File: config.mk
export PLATFORM = sky130hd
export DESIGN_NAME = p4_router_ingress_scheduler
export DESIGN_NICKNAME = d
export VERILOG_FILES = /design/src/rtl/p4_router_pkg.sv /design/src/rtl/p4_router_ingress_scheduler.sv
export SDC_FILE = /design/constraint.sdc
export NUM_CORES = 1
export LEC_CHECK = 0
export CAP_MARGIN = 20
export CORE_ASPECT_RATIO = 1.1
export CORE_UTILIZATION = 25
export DETAILED_ROUTE_END_ITERATION = 6
export PLACE_DENSITY = 0.48
export SLEW_MARGIN = 10
export SYNTH_ARGS = -nofsm -noshare
export SYNTH_HDL_FRONTEND = slang
export SYNTH_SLANG_ARGS = --single-unit
File: constraint.sdc
create_clock -name clk -period 14.3 [get_ports clk]
set_input_delay 2.86 -clock clk [delete_from_list [all_inputs] [get_ports clk]]
set_output_delay 2.86 -clock clk [all_outputs]
set_load 0.005 [all_outputs]
File: src/rtl/p4_router_pkg.sv
// Shared types and constants for the P4 router ingress path.
package p4_router_pkg;

  // Packet byte-length width; 11 bits covers a 1500 B MTU.
  localparam int PKT_LEN_WIDTH = 11;

  // Ingress scheduler FSM states.
  typedef enum logic [1:0] {
    SCAN,
    OFFER,
    BUSY
  } ing_sched_state_t;

endpackage

File: src/rtl/p4_router_ingress_scheduler.sv
// Deficit-weighted round-robin scheduler over the ingress buffer partitions.
// One port is evaluated per SCAN cycle. A selected packet is offered to the
// read controller (OFFER) and tracked until it has been dispatched (BUSY).
module p4_router_ingress_scheduler
  import p4_router_pkg::*;
#(
  parameter int NUM_PORTS     = 4,
  parameter int QUANTUM_WIDTH = 16,
  parameter int LEN_WIDTH     = PKT_LEN_WIDTH,
  parameter int DEFICIT_WIDTH = 17,
  localparam int PORT_W       = $clog2(NUM_PORTS)
) (
  input  logic                     clk,
  input  logic                     sresetn,
  input  logic [QUANTUM_WIDTH-1:0] quantum [NUM_PORTS],
  input  logic [NUM_PORTS-1:0]     pkt_avail,
  input  logic [LEN_WIDTH-1:0]     head_len [NUM_PORTS],
  output logic                     grant_valid,
  output logic [PORT_W-1:0]        grant_port,
  output logic [LEN_WIDTH-1:0]     grant_len,
  input  logic                     grant_ready,
  input  logic                     pkt_done,
  output logic                     sched_err
);

  localparam logic [DEFICIT_WIDTH-1:0] DEFICIT_MAX = '1;
  localparam logic [PORT_W-1:0]        LAST_PORT   = PORT_W'(NUM_PORTS - 1);

  // Deficit plus quantum, clamped at the counter's maximum value.
  function automatic logic [DEFICIT_WIDTH-1:0] sat_add(
    input logic [DEFICIT_WIDTH-1:0] a,
    input logic [QUANTUM_WIDTH-1:0] b
  );
    logic [DEFICIT_WIDTH:0] sum;
    sum = {1'b0, a} + (DEFICIT_WIDTH + 1)'(b);
    return sum[DEFICIT_WIDTH] ? DEFICIT_MAX : sum[DEFICIT_WIDTH-1:0];
  endfunction

  ing_sched_state_t         state, state_nxt;
  logic [PORT_W-1:0]        cur_port, cur_port_nxt, next_port;
  logic                     new_turn, new_turn_nxt;
  logic [DEFICIT_WIDTH-1:0] deficit [NUM_PORTS];
  logic [DEFICIT_WIDTH-1:0] eff, head_ext, def_wdata;
  logic                     def_we, grant_load, err_nxt;

  // Quantum is folded in only on the first look at a port in a turn, so a
  // quantum change mid-turn takes effect from the following turn.
  assign eff       = new_turn ? sat_add(deficit[cur_port], quantum[cur_port])
                              : deficit[cur_port];
  assign head_ext  = DEFICIT_WIDTH'(head_len[cur_port]);
  assign next_port = (cur_port == LAST_PORT) ? '0 : cur_port + PORT_W'(1);

  // A handshake strobe in the wrong state is ignored but flagged.
  assign err_nxt = (pkt_done && state != BUSY) || (grant_ready && state != OFFER);

  // Next-state, scan bookkeeping and grant output decode.
  always_comb begin
    // NOTE: every signal gets a default before the case so no path leaves
    // one unassigned, which would infer a latch.
    state_nxt    = state;
    cur_port_nxt = cur_port;
    new_turn_nxt = new_turn;
    def_we       = 1'b0;
    def_wdata    = eff;
    grant_load   = 1'b0;
    grant_valid  = 1'b0;
    case (state)
      SCAN: begin
        def_we = 1'b1;
        if (!pkt_avail[cur_port]) begin
          // An empty partition forfeits its accumulated credit.
          def_wdata    = '0;
          cur_port_nxt = next_port;
          new_turn_nxt = 1'b1;
        end else if (head_ext <= eff) begin
          def_wdata    = eff - head_ext;
          new_turn_nxt = 1'b0;
          grant_load   = 1'b1;
          state_nxt    = OFFER;
        end else begin
          // Head packet too large: bank the credit and move on.
          def_wdata    = eff;
          cur_port_nxt = next_port;
          new_turn_nxt = 1'b1;
        end
      end
      OFFER: begin
        grant_valid = 1'b1;
        if (grant_ready) state_nxt = BUSY;
      end
      BUSY: begin
        // Stay on the same port so it can spend its remaining deficit.
        if (pkt_done) begin
          state_nxt    = SCAN;
          new_turn_nxt = 1'b0;
        end
      end
      default: state_nxt = SCAN;
    endcase
  end

  // State, deficit and grant registers with synchronous active-low reset.
  always_ff @(posedge clk) begin
    // NOTE: non-blocking assignments so every register samples pre-edge
    // values regardless of statement order.
    if (!sresetn) begin
      state      <= SCAN;
      cur_port   <= '0;
      new_turn   <= 1'b1;
      grant_port <= '0;
      grant_len  <= '0;
      sched_err  <= 1'b0;
      // NOTE: the deficit array is reset explicitly; stale credit after a
      // reset would skew fairness, so it cannot be left uninitialised.
      for (int p = 0; p < NUM_PORTS; p++) deficit[p] <= '0;
    end else begin
      state     <= state_nxt;
      cur_port  <= cur_port_nxt;
      new_turn  <= new_turn_nxt;
      sched_err <= err_nxt;
      if (def_we) deficit[cur_port] <= def_wdata;
      if (grant_load) begin
        grant_port <= cur_port;
        grant_len  <= head_len[cur_port];
      end
    end
  end

endmodule

# After elaboration in Yosys (flattened, before gate mapping)
# Memories as Yosys holds them, arrays and structs flattened. A register that Yosys moved wholly into a read port is not among the register bits.
# Index checks and enable logic that the tools add are counted.
# totals
reg_bits	19
mem_bits_rw	68
in_bits	116
out_inout_bits	15
memories	1
# mem_list
name	depth	word_bits	rd	rd_ports_with_merged_regs	write_ports	line_no	text
deficit	4	17	1	1	4	p4_router_ingress_scheduler.sv:42	logic [DEFICIT_WIDTH-1:0] deficit [NUM_PORTS];
# classes
add_sub_neg	3
magnitude_cmp	3
n_eq_ne	10
mux	39
bitwise	1
reduce_logical	9
# op_table
cell	n
$mux 17	6
$bmux 16 s2	1
$mux 16	2
$bmux 11 s2	1
$mux 11	2
$mux 2	10
$add 17x16->18	1
$le 11x17->1	1
$reduce_or 17->1	1
$sub 17x11->17	1
$mux 1	14
$ne 2x2->1 const B	6
$pmux 2 s3	1
$eq 2x2->1 const B	2
$reduce_and 2->1	2
$reduce_and 4->1	1
$ge 3x3->1 const B	1
$lt 2x3->1 const B	1
$not 2->3	1
$add 2x1->2 const B	1
$bmux 1 s2	1
$eq 2x1->1 const B	1
$logic_and 1x1->1	2
$logic_not 2->1	1
4 further kinds	4

# Logic depth before layout (Yosys ltp)
# Gate-level depths: netlist (run 1).
# logic_depth
word_depth	12
ltp_mapped	27

# Least setup slack after synthesis (run 1)
# Ideal clock, no wire load.
# synth_timing
path_kind	input port to flip-flop
start	input port quantum[1] in the netlist's numbering
end	memory deficit[0][10], data pin
setup_ns	0.265
arrival_time_ns	7.237
t_required_ns	14.035
slack_ns	6.798
path_stages	22
path_buffers	2
path_cell_list	mux4_2 > ha_1 > a211o_1 > a21oi_1 > nor4_2 > o31ai_4 > buf_4 > nand3_1 > o21ai_0 > inv_1 > ha_1 > nor2b_1 > o21ai_0 > a21boi_0 > o31ai_1 > a31oi_1 > nor4_4 > and4_4 > nand2_2 > buf_4 > mux2i_1 > nor2_1
# synth_rtl
item	line_no	text
start, declared	p4_router_ingress_scheduler.sv:15	input logic [QUANTUM_WIDTH-1:0] quantum [NUM_PORTS],
end, declared	p4_router_ingress_scheduler.sv:42	

==> out/qor.yml, run 1 <==
status: "completed"
yosys.area_share.simple_pct: 14.9
synthAdderAreaFrac_pct: 6.14
place_hpwl_mm: 14.8
worstPathMaxFanout: 13
nets: 847
crit_type: "in2reg"
ys_seq_elements: 89
ioPinCount: 131
wl_mm: 19.2
synth_edf_count: 68
synthTopCellsByArea: "edfxtp_1 (32%), mux4_2 (16%), dfxtp_1 (6.6%), ha_1 (5.5%), nor2_1 (5.0%)"
groute.usage.overall_pct: 15.2
required_ns: 14.36
final-setup-viol-count: 0
fin_crit_sh_pct: 60.0
drive_gt1_share_pct: 13.6
synth_flop_cell: "edfxtp_1"
timing.setup.tns_ns: 0
core_um2: 24700
via_count: 5079
antenna_left: 0
path_delay_family: "compound AO/OA/AOI/OAI gates"
chipHeight_um: 169
startpoint_type: "input pin"
vias_per_cell: 5.00
cts_resized: 0
tightest_slew_ns: 1.07
worst-path-buf-inv: 2
post_cts_buffers: 0
overflow: 0
timing.fmax_ghz: 0.117
grt_max_degree: 38
die-area_um2: 26100
cts_tree: "built"
hold_class: "reg2reg"
finClkSkew_ns: 0.0100
yosys_warnings: 0
n_antenna_cell: 0
min_period_ns: 8.58
clockBufferDepth: 2
grt_pass1_wl_mm: 29.9
synthArstFlopShare_pct: 0
rsz0062_at_grt: "false"
synth_top_cell_area_share_pct: 32.1
hold_viol_final: 0
synth-xor-area-share_pct: 2.48
synth_area_per_cell_um2: 10.8
synthMuxAreaShare_pct: 19.9
max_cap_violations: 0
relSlewSlack_pct: 28.6
cp_cell_sequence: "clkdlybuf4s50_1 > mux4_2 > ha_1 > a21o_1 > a31oi_1 > o211ai_1 > o31ai_4 > nand3_1 > o21ai_0 > inv_1 > ha_1 > nor2b_1 > o21ai_0 > a21boi_0 > o31ai_1 > a31oi_1 > nor4_4 > and4_4 > nand2_2 > mux2i_1 > nor2_1"
place.gp.congestion: 0.832
port_buffers: 130
wl_per_cell_um: 18.9
worstPathArrival_ns: 8.64
ctsHoldBuffers: 0
cpMaxStageDelayCell: "o31ai_4"
path_clk_slew_ns: 0.07
critical_path.max_stage_delay_ns: 0.52
rows: 60
synthToLayoutAreaGrowth_pct: 30.3
numCtsBuffers: 9
drt_pass1_iterations: 4
htreeDepth: 3
grt_pass1_vias: 5392
yosys.area.top_type: "edfxtp_1"
end_kind: "register"
chipWidth_um: 154
synth_cell_type_count: 64
synth_top_family_by_area: "multiplexers"
clock-root-buffer: "clkbuf_16"
post-route-drc-count: 0
seq_area_frac_synth_pct: 38.7
drtIter0Drc: 249
cts_sinks: 89
slew_violations: 0
synth.cell_area_um2: 6350
syn_nets: 736
synth_compound_gate_area_share_pct: 13.7
clkLatencyLatePin_ns: 0.35
syn-instance-count: 590
start_util_pct: 25.7
antenna_found_initial: 0
==> layer usage <==
metal / part of all wire (%) / vias up / track usage, %
li1: - / 2447 / -
met1: 43 / 2500 / 17.9
met2: 51 / 105 / 27.8
met3: 3.2 / 27 / 2.48
met4: 2.3 / 0 / 5.61
met5: 0 / - / 0
==> stage by stage <==
stage | util, % | setup slack, ns | hold WS (ns) | cells | area (µm²)
2_1_floorplan | - | 6.80 | 0.451 | 590 | 6350
3_3_place_gp | 32.2 | 5.43 | 0.445 | 998 | 7950
3_5_place_dp | 32.3 | 5.35 | 0.450 | 1000 | 7980
4_1_cts | 33.5 | 5.67 | 0.465 | 1016 | 8280
5_1_grt | 33.5 | 5.22 | 0.479 | 1016 | 8280
6_report | 33.5 | 5.72 | 0.463 | 1016 | 8280
==> state kept, by name, indices dropped and copies added, names as in the netlist, named ones only <==
register / count
state: 2
cur_port: 2
grant_port: 2
new_turn: 1
deficit: 68
sched_err: 1
grant_len: 11
==> cells by family (layout without fill, tap and decap cells) <==
group,Yosys count,count (layout)
xor+xnor,18,18
compound gates,122,122
simple gates,200,200
flops,89,89
buf+inv,61,177
fa+ha+maj,30,30
mux,70,70
==> worst paths after layout <==
path	end	slack [ns]	cells after the start	start
worst max-delay path	deficit[0][3]	5.72	21	quantum[8]
worst min-delay path	grant_len[6]	0.46	2	grant_len[6]
worst max register to register	deficit[0][3]	7.27	21	cur_port[0]
worst min register to register	grant_len[6]	0.46	2	grant_len[6]
==> final cells by class <==
class | count | area, µm²
clock buffer | 9 | 225
tap | 310 | 388
sequential | 89 | 2460
fill | 2436 | 16400
multi-input combinational | 440 | 3660
clock inverter | 7 | 76.3
inverter | 22 | 82.6
timing repair buffer | 139 | 1380
==> tightest hold or removal path: stages (launching register included) <==
cell     delay [ns]
dfxtp_1        0.32
nand2_1        0.05
mux2i_1        0.05
==> Yosys cell counts, types with 6 or more instances <==
cell      number
nand4_1        7
clkbuf_1      26
buf_1          7
o21ai_0       19
a21o_1        13
dfxtp_1       21
o21a_1        10
mux4_2        45
inv_1         22
edfxtp_1      68
a21boi_0       6
xnor2_1        9
nor3b_1        7
a21oi_1       26
nor3_1         7
ha_1          28
a31oi_1       11
nand2_1       48
mux2i_1       22
nand3_1       10
nor2_1        84
xor2_1         9
==> cell usage in the layout, fill, tap and decap left out, drive strengths merged, types with 4 or more instances in the layout <==
cell,count
clkdlybuf4s50,130
nor2,84
edfxtp,68
nand2,49
mux4,45
ha,28
a21oi,27
inv,25
mux2i,22
dfxtp,21
o21ai,20
a21o,13
a31oi,11
o21a,10
nand3,10
xnor2,9
xor2,9
clkbuf,9
buf,9
nand4,7
nor3,7
nor3b,7
a21boi,7
nand2b,5
nor2b,5
or3,5
and3,5
o22a,4
and2,4
or2,4
a211oi,4
nor4,4
Power of run 1 is left out: the tool's default activity adds up to more than one toggle a clock period on the data nets, which glitch-free logic cannot reach.
==> inputs of run 2 (changes only) <==
Clock period 14.3 ns to 8.7 ns, I/O delays scaled along.
==> run 2 against run 1 <==
Net effect:
- sequential share of layout area about the same
- hold slack got worse by 0.0013 ns
- global-route usage about the same
- die area unchanged
- utilization about the same
- flip-flop and latch count unchanged
- cell count unchanged
- routed wire length increased by 0.96%
- register-to-register slack got worse by 5.6 ns
- critical endpoint is now deficit[0][2]
- highest routed layer unchanged
==> out/qor.yml, run 2 (synthesized netlist as in run 1, its figures left out) <==
ioPinCount: 131  # unchanged
synthToLayoutAreaGrowth_pct: 30.4
cpMaxStageDelayCell: "o31ai_4"
clockBufferDepth: 2  # unchanged
min_period_ns: 7.53
core_um2: 24700  # unchanged
cts_resized: 0  # unchanged
post_cts_buffers: 0  # unchanged
wl_mm: 19.4  # +0.96%
vias_per_cell: 5.12  # +2.3%
finClkSkew_ns: 0.0102  # +0.000168 ns
drive_gt1_share_pct: 13.7  # +0.14 points
max_cap_violations: 0  # unchanged
drtIter0Drc: 403  # +62%
clkLatencyLatePin_ns: 0.35  # about the same
cts_sinks: 89  # unchanged
grt_pass1_wl_mm: 29.9  # +0.14%
antenna_found_initial: 0  # unchanged
clock-root-buffer: "clkbuf_16"
grt_pass1_vias: 5258  # -2.5%
tightest_slew_ns: 1.03  # -0.0365 ns
required_ns: 8.75  # -5.61 ns
worstPathArrival_ns: 7.59  # -1.05 ns
largest_reg_flops: 68  # unchanged
end_kind: "register"
n_antenna_cell: 0  # unchanged
layout.cells.non_filler: 1016  # unchanged
startpoint_type: "input pin"
grt_max_degree: 38  # unchanged
hold_class: "reg2reg"
crit_type: "in2reg"
cp_cell_sequence: "clkdlybuf4s50_1 > mux4_2 > ha_1 > a211o_1 > a21oi_1 > nor4_2 > o31ai_4 > nand3_1 > o21ai_0 > inv_1 > ha_1 > nor2b_1 > o21ai_0 > a21boi_0 > o31ai_1 > a31oi_1 > nor4_4 > and4_4 > nand2_2 > mux2i_1 > nor2_1"
numCtsBuffers: 9  # unchanged
timing.fmax_ghz: 0.133
fin_crit_sh_pct: 86.6
die-area_um2: 26100  # unchanged
status: "completed"
drt_pass1_iterations: 4  # unchanged
timing.setup.tns_ns: 0  # unchanged
hold_viol_final: 0  # unchanged
overflow: 0  # unchanged
rows: 60  # unchanged
fill_cells: 2424  # -0.49%
post-route-drc-count: 0  # unchanged
worstPathMaxFanout: 13  # unchanged
cts_tree: "built"
chipWidth_um: 154  # unchanged
placedCellCount: 1000  # unchanged
place.gp.congestion: 0.854  # +2.6%
layout_common_cells: "clkdlybuf4s50_1 (130), nor2_1 (84), edfxtp_1 (68)"
port_buffers: 130  # unchanged
top_regs: "deficit (68), grant_len (11)"
path_clk_slew_ns: 0.07  # about the same
final-setup-viol-count: 0  # unchanged
start_util_pct: 25.7  # unchanged
chipHeight_um: 169  # unchanged
relSlewSlack_pct: 31.0  # +2.4 points
place_hpwl_mm: 15.0  # +1.6%
rsz0062_at_grt: "false"
nets: 847  # unchanged
htreeDepth: 3  # unchanged
top_register: "deficit"
final_common_cell: "clkdlybuf4s50_1"
via_count: 5197  # +2.3%
critical_path.max_stage_delay_ns: 0.54  # +0.02 ns
antenna_left: 0  # unchanged
groute.usage.overall_pct: 15.3  # +0.035 points
wl_per_cell_um: 19.1  # +0.96%
ctsHoldBuffers: 0  # unchanged
slew_violations: 0  # unchanged
run 2: changes by cell type in the layout (fill, tap and decap cells not counted), sizes merged:
cell,before,now
clkinvlp,0,1
inv,25,24
run 2: worst paths after layout:
path / startpoint / end / slack [ns] / depth (start not counted)
max: quantum[1] / deficit[0][2] / 1.17 / 21
min: grant_len[3] / grant_len[3] / 0.46 / 2
max reg2reg: cur_port[0] / deficit[0][2] / 1.63 / 21
min reg2reg: grant_len[3] / grant_len[3] / 0.46 / 2
run 2: metrics by stage:
step | area (µm²) | util [%] | setup WS (ns) | hold slack, ns
after global placement | 7940 | 32.1 | 0.955 | 0.445
after detailed placement | 7980 | 32.3 | 0.835 | 0.447
after floorplan | 6350 | - | 2.18 | 0.451
final | 8290 | 33.6 | 1.17 | 0.462
after global routing | 8290 | 33.6 | 0.747 | 0.477
after CTS | 8290 | 33.6 | 1.17 | 0.459
run 2: layout make-up:
class	count	area (µm²)	area share [%]
Timing Repair Buffer	139	1390	16.8
Inverter	22	82.6	0.997
Clock buffer	9	225	2.72
Clock inverter	7	77.6	0.936
Multi-Input combinational cell	440	3660	44.1
Tap cell	310	388	4.68
Sequential cell	89	2460	29.7
run 2: critical path: cells and delay by family:
family / cells / cell delay [ns]
compound gates: 8 / 2.44
fa+ha+maj: 2 / 0.66
buf+inv: 2 / 0.49
mux: 2 / 0.92
simple gates: 7 / 1.34
run 2: metal layers:
layer | vias to the layer above | GRT usage [%] | share of wire (%)
li1 | 2449 | - | -
met1 | 2573 | 18.4 | 41
met2 | 151 | 27.7 | 52
met3 | 24 | 2.27 | 4.5
met4 | 0 | 5.09 | 2.1
met5 | - | 0 | 0
Power of run 2 is left out for the same reason.
